[src/rtl/booth_pipe_mult.sv]
// Pipelined radix-2 Booth multiplier with valid/ready flow control, signed/unsigned
// mode and a pass-through tag. STAGES Booth stages followed by a fix-up/output stage.
module booth_pipe_mult #(
    parameter int WIDTH           = 32,
    parameter int STEPS_PER_STAGE = 16,
    parameter int TAG_W           = 4
) (
    input  logic                 clk,
    input  logic                 rst_n,
    input  logic                 in_valid,
    output logic                 in_ready,
    input  logic                 signed_mode_i,
    input  logic [WIDTH-1:0]     multiplicand_i,
    input  logic [WIDTH-1:0]     multiplier_i,
    input  logic [TAG_W-1:0]     tag_i,
    output logic                 out_valid,
    input  logic                 out_ready,
    output logic [2*WIDTH-1:0]   product_o,
    output logic [TAG_W-1:0]     tag_o
);

    localparam int STAGES = WIDTH / STEPS_PER_STAGE;
    localparam int SW     = 2 * WIDTH + 2;

    // st layout: {acc[WIDTH:0], Q[WIDTH-1:0], q0}
    typedef struct packed {
        logic [SW-1:0]    st;
        logic [WIDTH-1:0] maga;
        logic             msb;
        logic             neg;
        logic [TAG_W-1:0] tag;
        logic             valid;
    } stage_t;

    function automatic logic [SW-1:0] booth_steps(input logic [SW-1:0] st_in,
                                                  input logic [WIDTH-1:0] maga);
        logic [SW-1:0]  v;
        logic [WIDTH:0] acc;
        v = st_in;
        for (int k = 0; k < STEPS_PER_STAGE; k++) begin
            acc = v[SW-1:WIDTH+1];
            case (v[1:0])
                2'b01:   acc = acc + {1'b0, maga};
                2'b10:   acc = acc - {1'b0, maga};
                default: acc = acc;
            endcase
            v = {acc, v[WIDTH:0]};
            v = {v[SW-1], v[SW-1:1]};
        end
        return v;
    endfunction

    logic             advance_s;
    logic [WIDTH-1:0] maga_s;
    logic [WIDTH-1:0] magb_s;
    stage_t           entry_s;
    stage_t           load_s [STAGES];
    stage_t           pipe_r [STAGES];
    stage_t           last_s;
    logic [2*WIDTH-1:0] raw_s;
    logic [2*WIDTH-1:0] fix_s;
    logic [2*WIDTH-1:0] res_s;
    logic             unused_s;

    assign advance_s = !out_valid || out_ready;
    assign in_ready  = advance_s;

    // Operand magnitudes and result sign; the Booth core only ever sees magnitudes.
    always_comb begin
        if (signed_mode_i && multiplicand_i[WIDTH-1]) begin
            maga_s = -multiplicand_i;
        end else begin
            maga_s = multiplicand_i;
        end
        if (signed_mode_i && multiplier_i[WIDTH-1]) begin
            magb_s = -multiplier_i;
        end else begin
            magb_s = multiplier_i;
        end
        entry_s.st    = {{(WIDTH+1){1'b0}}, magb_s, 1'b0};
        entry_s.maga  = maga_s;
        entry_s.msb   = magb_s[WIDTH-1];
        entry_s.neg   = signed_mode_i & (multiplicand_i[WIDTH-1] ^ multiplier_i[WIDTH-1]);
        entry_s.tag   = tag_i;
        entry_s.valid = in_valid & advance_s;
    end

    // Next contents of every stage: previous stage plus this stage's Booth substeps.
    always_comb begin
        for (int s = 0; s < STAGES; s++) begin
            if (s == 0) begin
                load_s[s] = entry_s;
            end else begin
                load_s[s] = pipe_r[s-1];
            end
            load_s[s].st = booth_steps(load_s[s].st, load_s[s].maga);
        end
    end

    // Booth stage registers; the whole pipe, bubbles included, moves only on advance.
    always_ff @(posedge clk) begin
        if (!rst_n) begin
            for (int s = 0; s < STAGES; s++) begin
                pipe_r[s] <= '0;
            end
        end else if (advance_s) begin
            for (int s = 0; s < STAGES; s++) begin
                pipe_r[s] <= load_s[s];
            end
        end
    end

    assign last_s   = pipe_r[STAGES-1];
    assign unused_s = ^{last_s.st[SW-1], last_s.st[0]};

    // Booth read magB's MSB as a sign bit: add magA<<WIDTH back, then apply the sign.
    always_comb begin
        raw_s = last_s.st[2*WIDTH:1];
        if (last_s.msb) begin
            fix_s = raw_s + {last_s.maga, {WIDTH{1'b0}}};
        end else begin
            fix_s = raw_s;
        end
        if (last_s.neg) begin
            res_s = -fix_s;
        end else begin
            res_s = fix_s;
        end
    end

    // Output register; data only changes when a real result is loaded.
    always_ff @(posedge clk) begin
        if (!rst_n) begin
            out_valid <= 1'b0;
            product_o <= '0;
            tag_o     <= '0;
        end else if (advance_s) begin
            out_valid <= last_s.valid;
            if (last_s.valid) begin
                product_o <= res_s;
                tag_o     <= last_s.tag;
            end
        end
    end

endmodule

[config.mk]
export PLATFORM = sky130hd
export DESIGN_NAME = booth_pipe_mult
export DESIGN_NICKNAME = d
export VERILOG_FILES = /design/src/rtl/booth_pipe_mult.sv
export SDC_FILE = /design/constraint.sdc
export NUM_CORES = 2
export LEC_CHECK = 0
export ABC_AREA = 1
export CORE_UTILIZATION = 45
export CTS_BUF_LIST = sky130_fd_sc_hd__clkbuf_8
export DETAILED_ROUTE_END_ITERATION = 8
export GPL_TIMING_DRIVEN = 0
export PLACE_DENSITY = 0.62
export SYNTH_ARGS = -nofsm -noshare
export SYNTH_HDL_FRONTEND = slang
export SYNTH_SLANG_ARGS = --single-unit
[constraint.sdc]
create_clock -name clk -period 29.4 [get_ports clk]
set_clock_uncertainty 0.2 [all_clocks]
set_input_delay 5.88 -clock clk [delete_from_list [all_inputs] [get_ports clk]]
set_output_delay 5.88 -clock clk [all_outputs]
set_load 0.05 [all_outputs]
==> results by group <==
Run status
  – Status: finished, violations left
  – Failing checks: DRC, capacitance limit, slew limit

Global routing
  – Congestion Overflow GR: 0
  – Largest net degree at the start of global routing: 66
  – GRT Resource Usage Total: 0.3748
  – Initial antenna violation count: 21
  – First-pass GRT wire length: 552500 um
  – Vias in the first global route: 90611

Worst hold path
  – Hold path endpoint: tag_o[3]
  – Min-delay src: pipe_r[0][109]
  – HP Class: flip-flop to flip-flop
  – Cells on Worst Hold Path: 2

Drt
  – Antenna-violating nets left: 0
  – Vias per inst: 5.701
  – Routed length per instance: 21.21 um
  – Via count: 101560
  – Pre-Repair DR Iteration Count: 9
  – WL final: 377800 um
  – Drt first-iter violations: 10363
  – DRC: 2

Clock tree
  – Clk slew on worst S/H paths: 0.06 ns
  – TritonCTS buffer count: 43
  – Clk root buf: clkbuf_8
  – H-tree levels: 2
  – CTS tree: yes
  – Max Root-Sink Buffers: 3
  – Later-pin clock latency in the skew report: 0.66 ns
  – Clock sinks: 275

Layout
  – Area delta synth->final: 11.12%
  – Final net count: 16423
  – Layout cells sized above 1: 0.08887
  – Final instance area: 95330 um^2
  – Commonest non-fill, non-tap cell in the layout: nand2_1
  – FILL cells: 20349
  – Commonest non-fill, non-tap cells in the layout: 4092 x nand2_1, 1637 x o21ai_0, 1523 x inv_1, 1261 x a21oi_1, 1049 x nor2_1

Floorplanning
  – Core Box Area: 188600 um^2
  – Cell Rows: 159
  – Die Y: 438.6 um
  – Initial Util: 0.4549
  – Die Wd: 438.6 um
  – Die ar.: 192400 um^2
  – I/O pins: 143

Logic synthesis
  – Mean Syn Cell Area: 5.744 um^2
  – Cell Area, Synth: 85790 um^2
  – Ys Warns: 0
  – Ys async rst share: 0
  – Register area share after synthesis: 0.08820
  – Synth cell types: 82
  – EDFF count, synth: 206
  – #FFs+latches synth: 275
  – Syn nets: 16088
  – Synth Flop Type: edfxtp_1
  – Synth Instances: 14936

Placement
  – GP Congestion: 1.032
  – Dpl cell area: 90580 um^2
  – Post-DP HPWL: 301100 um
  – Port-buffer cells: 142

Worst setup path
  – Reg2reg end: pipe_r[0][208]
  – R2r worst-path depth: 145
  – Crit-path most repeated cell: ha_4
  – CP Class: input pin to flip-flop
  – Critical path's top delay family: simple AND/OR/NAND/NOR gates
  – RR Startpoint: pipe_r[0][7]
  – Slowest stage delay, CP: 0.48 ns
  – CP startpoint kind: input pin
  – CP max stage cell: nor3_1
  – Buf+Inv Stages, Crit Path: 15
  – Worst-path fanout max: 10
  – Worst EP required: 29.59 ns
  – CP Capture Type: flip-flop
  – Crit path DAT: 29.07 ns
  – R2R setup slack: 2.19 ns

STA
  – Final-report setup violation count: 0
  – Final Hold Vio Count: 0
  – Fmax: 34.62 MHz
  – Measured slew at the worst slew-check pin: 1.647 ns
  – Final min period: 28.89 ns
  – Fin. max-slew vios: 123
  – RSZ-0062 raised after global routing: yes
  – Slew HR: -0.09824
  – Fin crit share: 0.9826

Job
  – Max_cap viols: 13
-- cell usage after synthesis (all sizes together) (6+ instances only) --
cell type | n | area [um^2]
o21bai | 92 | 701.9
o31ai | 80 | 600.6
xnor2 | 256 | 2242
clkinv | 39 | 147.6
ha | 1047 | 13100
clkbuf | 487 | 1959
nand3b | 40 | 300.3
a211oi | 61 | 457.9
nor3 | 112 | 571.8
nand3 | 1044 | 5826
o21ai | 1829 | 9184
and3 | 6 | 40.03
and2 | 24 | 152.6
o21a | 32 | 240.2
buf | 143 | 762.0
xor2 | 474 | 4170
nor2 | 1115 | 4323
edfxtp | 206 | 6186
nand4 | 110 | 700.7
a221oi | 13 | 113.9
a21boi | 9 | 78.82
nand2 | 4376 | 17140
a21o | 25 | 187.7
fa | 32 | 640.6
or2 | 110 | 688.2
o211ai | 11 | 82.58
a21oi | 1332 | 6674
a31oi | 51 | 325.3
nor4 | 18 | 112.6
dfxtp | 69 | 1381
o221ai | 20 | 175.2
inv | 1629 | 6130
-- state kept, by name, summed over array words and instances (netlist names) --
name	cells
pipe_r	206
product_o	64
tag_o	4
out_valid	1
-- area by class of cell --
type                    instances  area (um^2)  area share
inverters                    1668         6322     0.06632
clock buffers                  45        619.3    0.006497
diodes                         16        40.04   0.0004200
clock inverters                33        270.3    0.002835
plain buffers                 627         3228     0.03386
well taps                    2495         3122     0.03275
multi-input cells           12360        71350      0.7485
flip-flops and latches        275         7567     0.07938
repair buffers                296         2806     0.02944
-- cells by family (layout without fill, tap and decap cells) --
| logic type | count (synthesis) | in the layout | share of synthesized area |
|---|---|---|---|
| and+or+nand+nor | 6963 | 6963 | 0.3486 |
| AOI/OAI and AO/OA | 3583 | 3583 | 0.2222 |
| buffers and inverters | 2301 | 2669 | 0.1056 |
| adders and majority gates | 1079 | 1079 | 0.1602 |
| xor gates and xnor gates | 730 | 730 | 0.07474 |
| DFF | 275 | 275 | 0.08820 |
| muxes | 5 | 5 | 0.0005834 |
| other | 0 | 16 | 0 |
-- stage by stage --
| step | hold slack (ns) | util | worst slack (ns) | std cells | TNS [ns] |
|---|---|---|---|---|---|
| 2_1_floorplan | 0.2475 | - | 0.8457 | 14936 | 0 |
| 3_3_place_gp | 0.2522 | 0.4790 | -7.074 | 17573 | -72.65 |
| 3_5_place_dp | 0.2623 | 0.4803 | -6.995 | 17582 | -68.43 |
| 4_1_cts | 0.2760 | 0.4919 | 0.01326 | 17694 | 0 |
| 5_1_grt | 0.2991 | 0.5053 | -0.8285 | 17803 | -1.551 |
| 6_report | 0.2765 | 0.5055 | 0.5128 | 17815 | 0 |
-- how the worst max path moves through the flow --
stage,start,endpoint,depth (start not counted)
2_1_floorplan,signed_mode_i,pipe_r[0][104],165
3_3_place_gp,multiplicand_i[31],pipe_r[0][104],163
6_report,multiplicand_i[0],pipe_r[0][104],145
4_1_cts,multiplicand_i[1],pipe_r[0][104],151
3_5_place_dp,multiplicand_i[31],pipe_r[0][104],163
5_1_grt,multiplicand_i[0],pipe_r[0][104],166
-- metal layers --
metal / vias up / GRT usage / routed length [um]
li1: 50347 / - / -
met1: 45657 / 0.4549 / 148900
met2: 4467 / 0.5912 / 162000
met3: 1083 / 0.06030 / 32560
met4: 6 / 0.2900 / 34240
met5: - / 0 / 47
-- tightest hold or removal path, stage by stage (launching register included) --
cell and delay (ns):
edfxtp_1 0.32, nor2_1 0.04, nor2_1 0.08
-- repair_timing --
| action | in CTS | in global routing |
|---|---|---|
| buffers inserted | 36 | 107 |
| pin swaps | 32 | 154 |
| setup endpoints to repair | 22 | 16 |
| resized for setup | 318 | 552 |
| hold buffers | 0 | 0 |
| cloned | 0 | 2 |
Power is left out: the tool's default activity adds up to more than one toggle a clock period on the data nets, which glitch-free logic cannot reach.
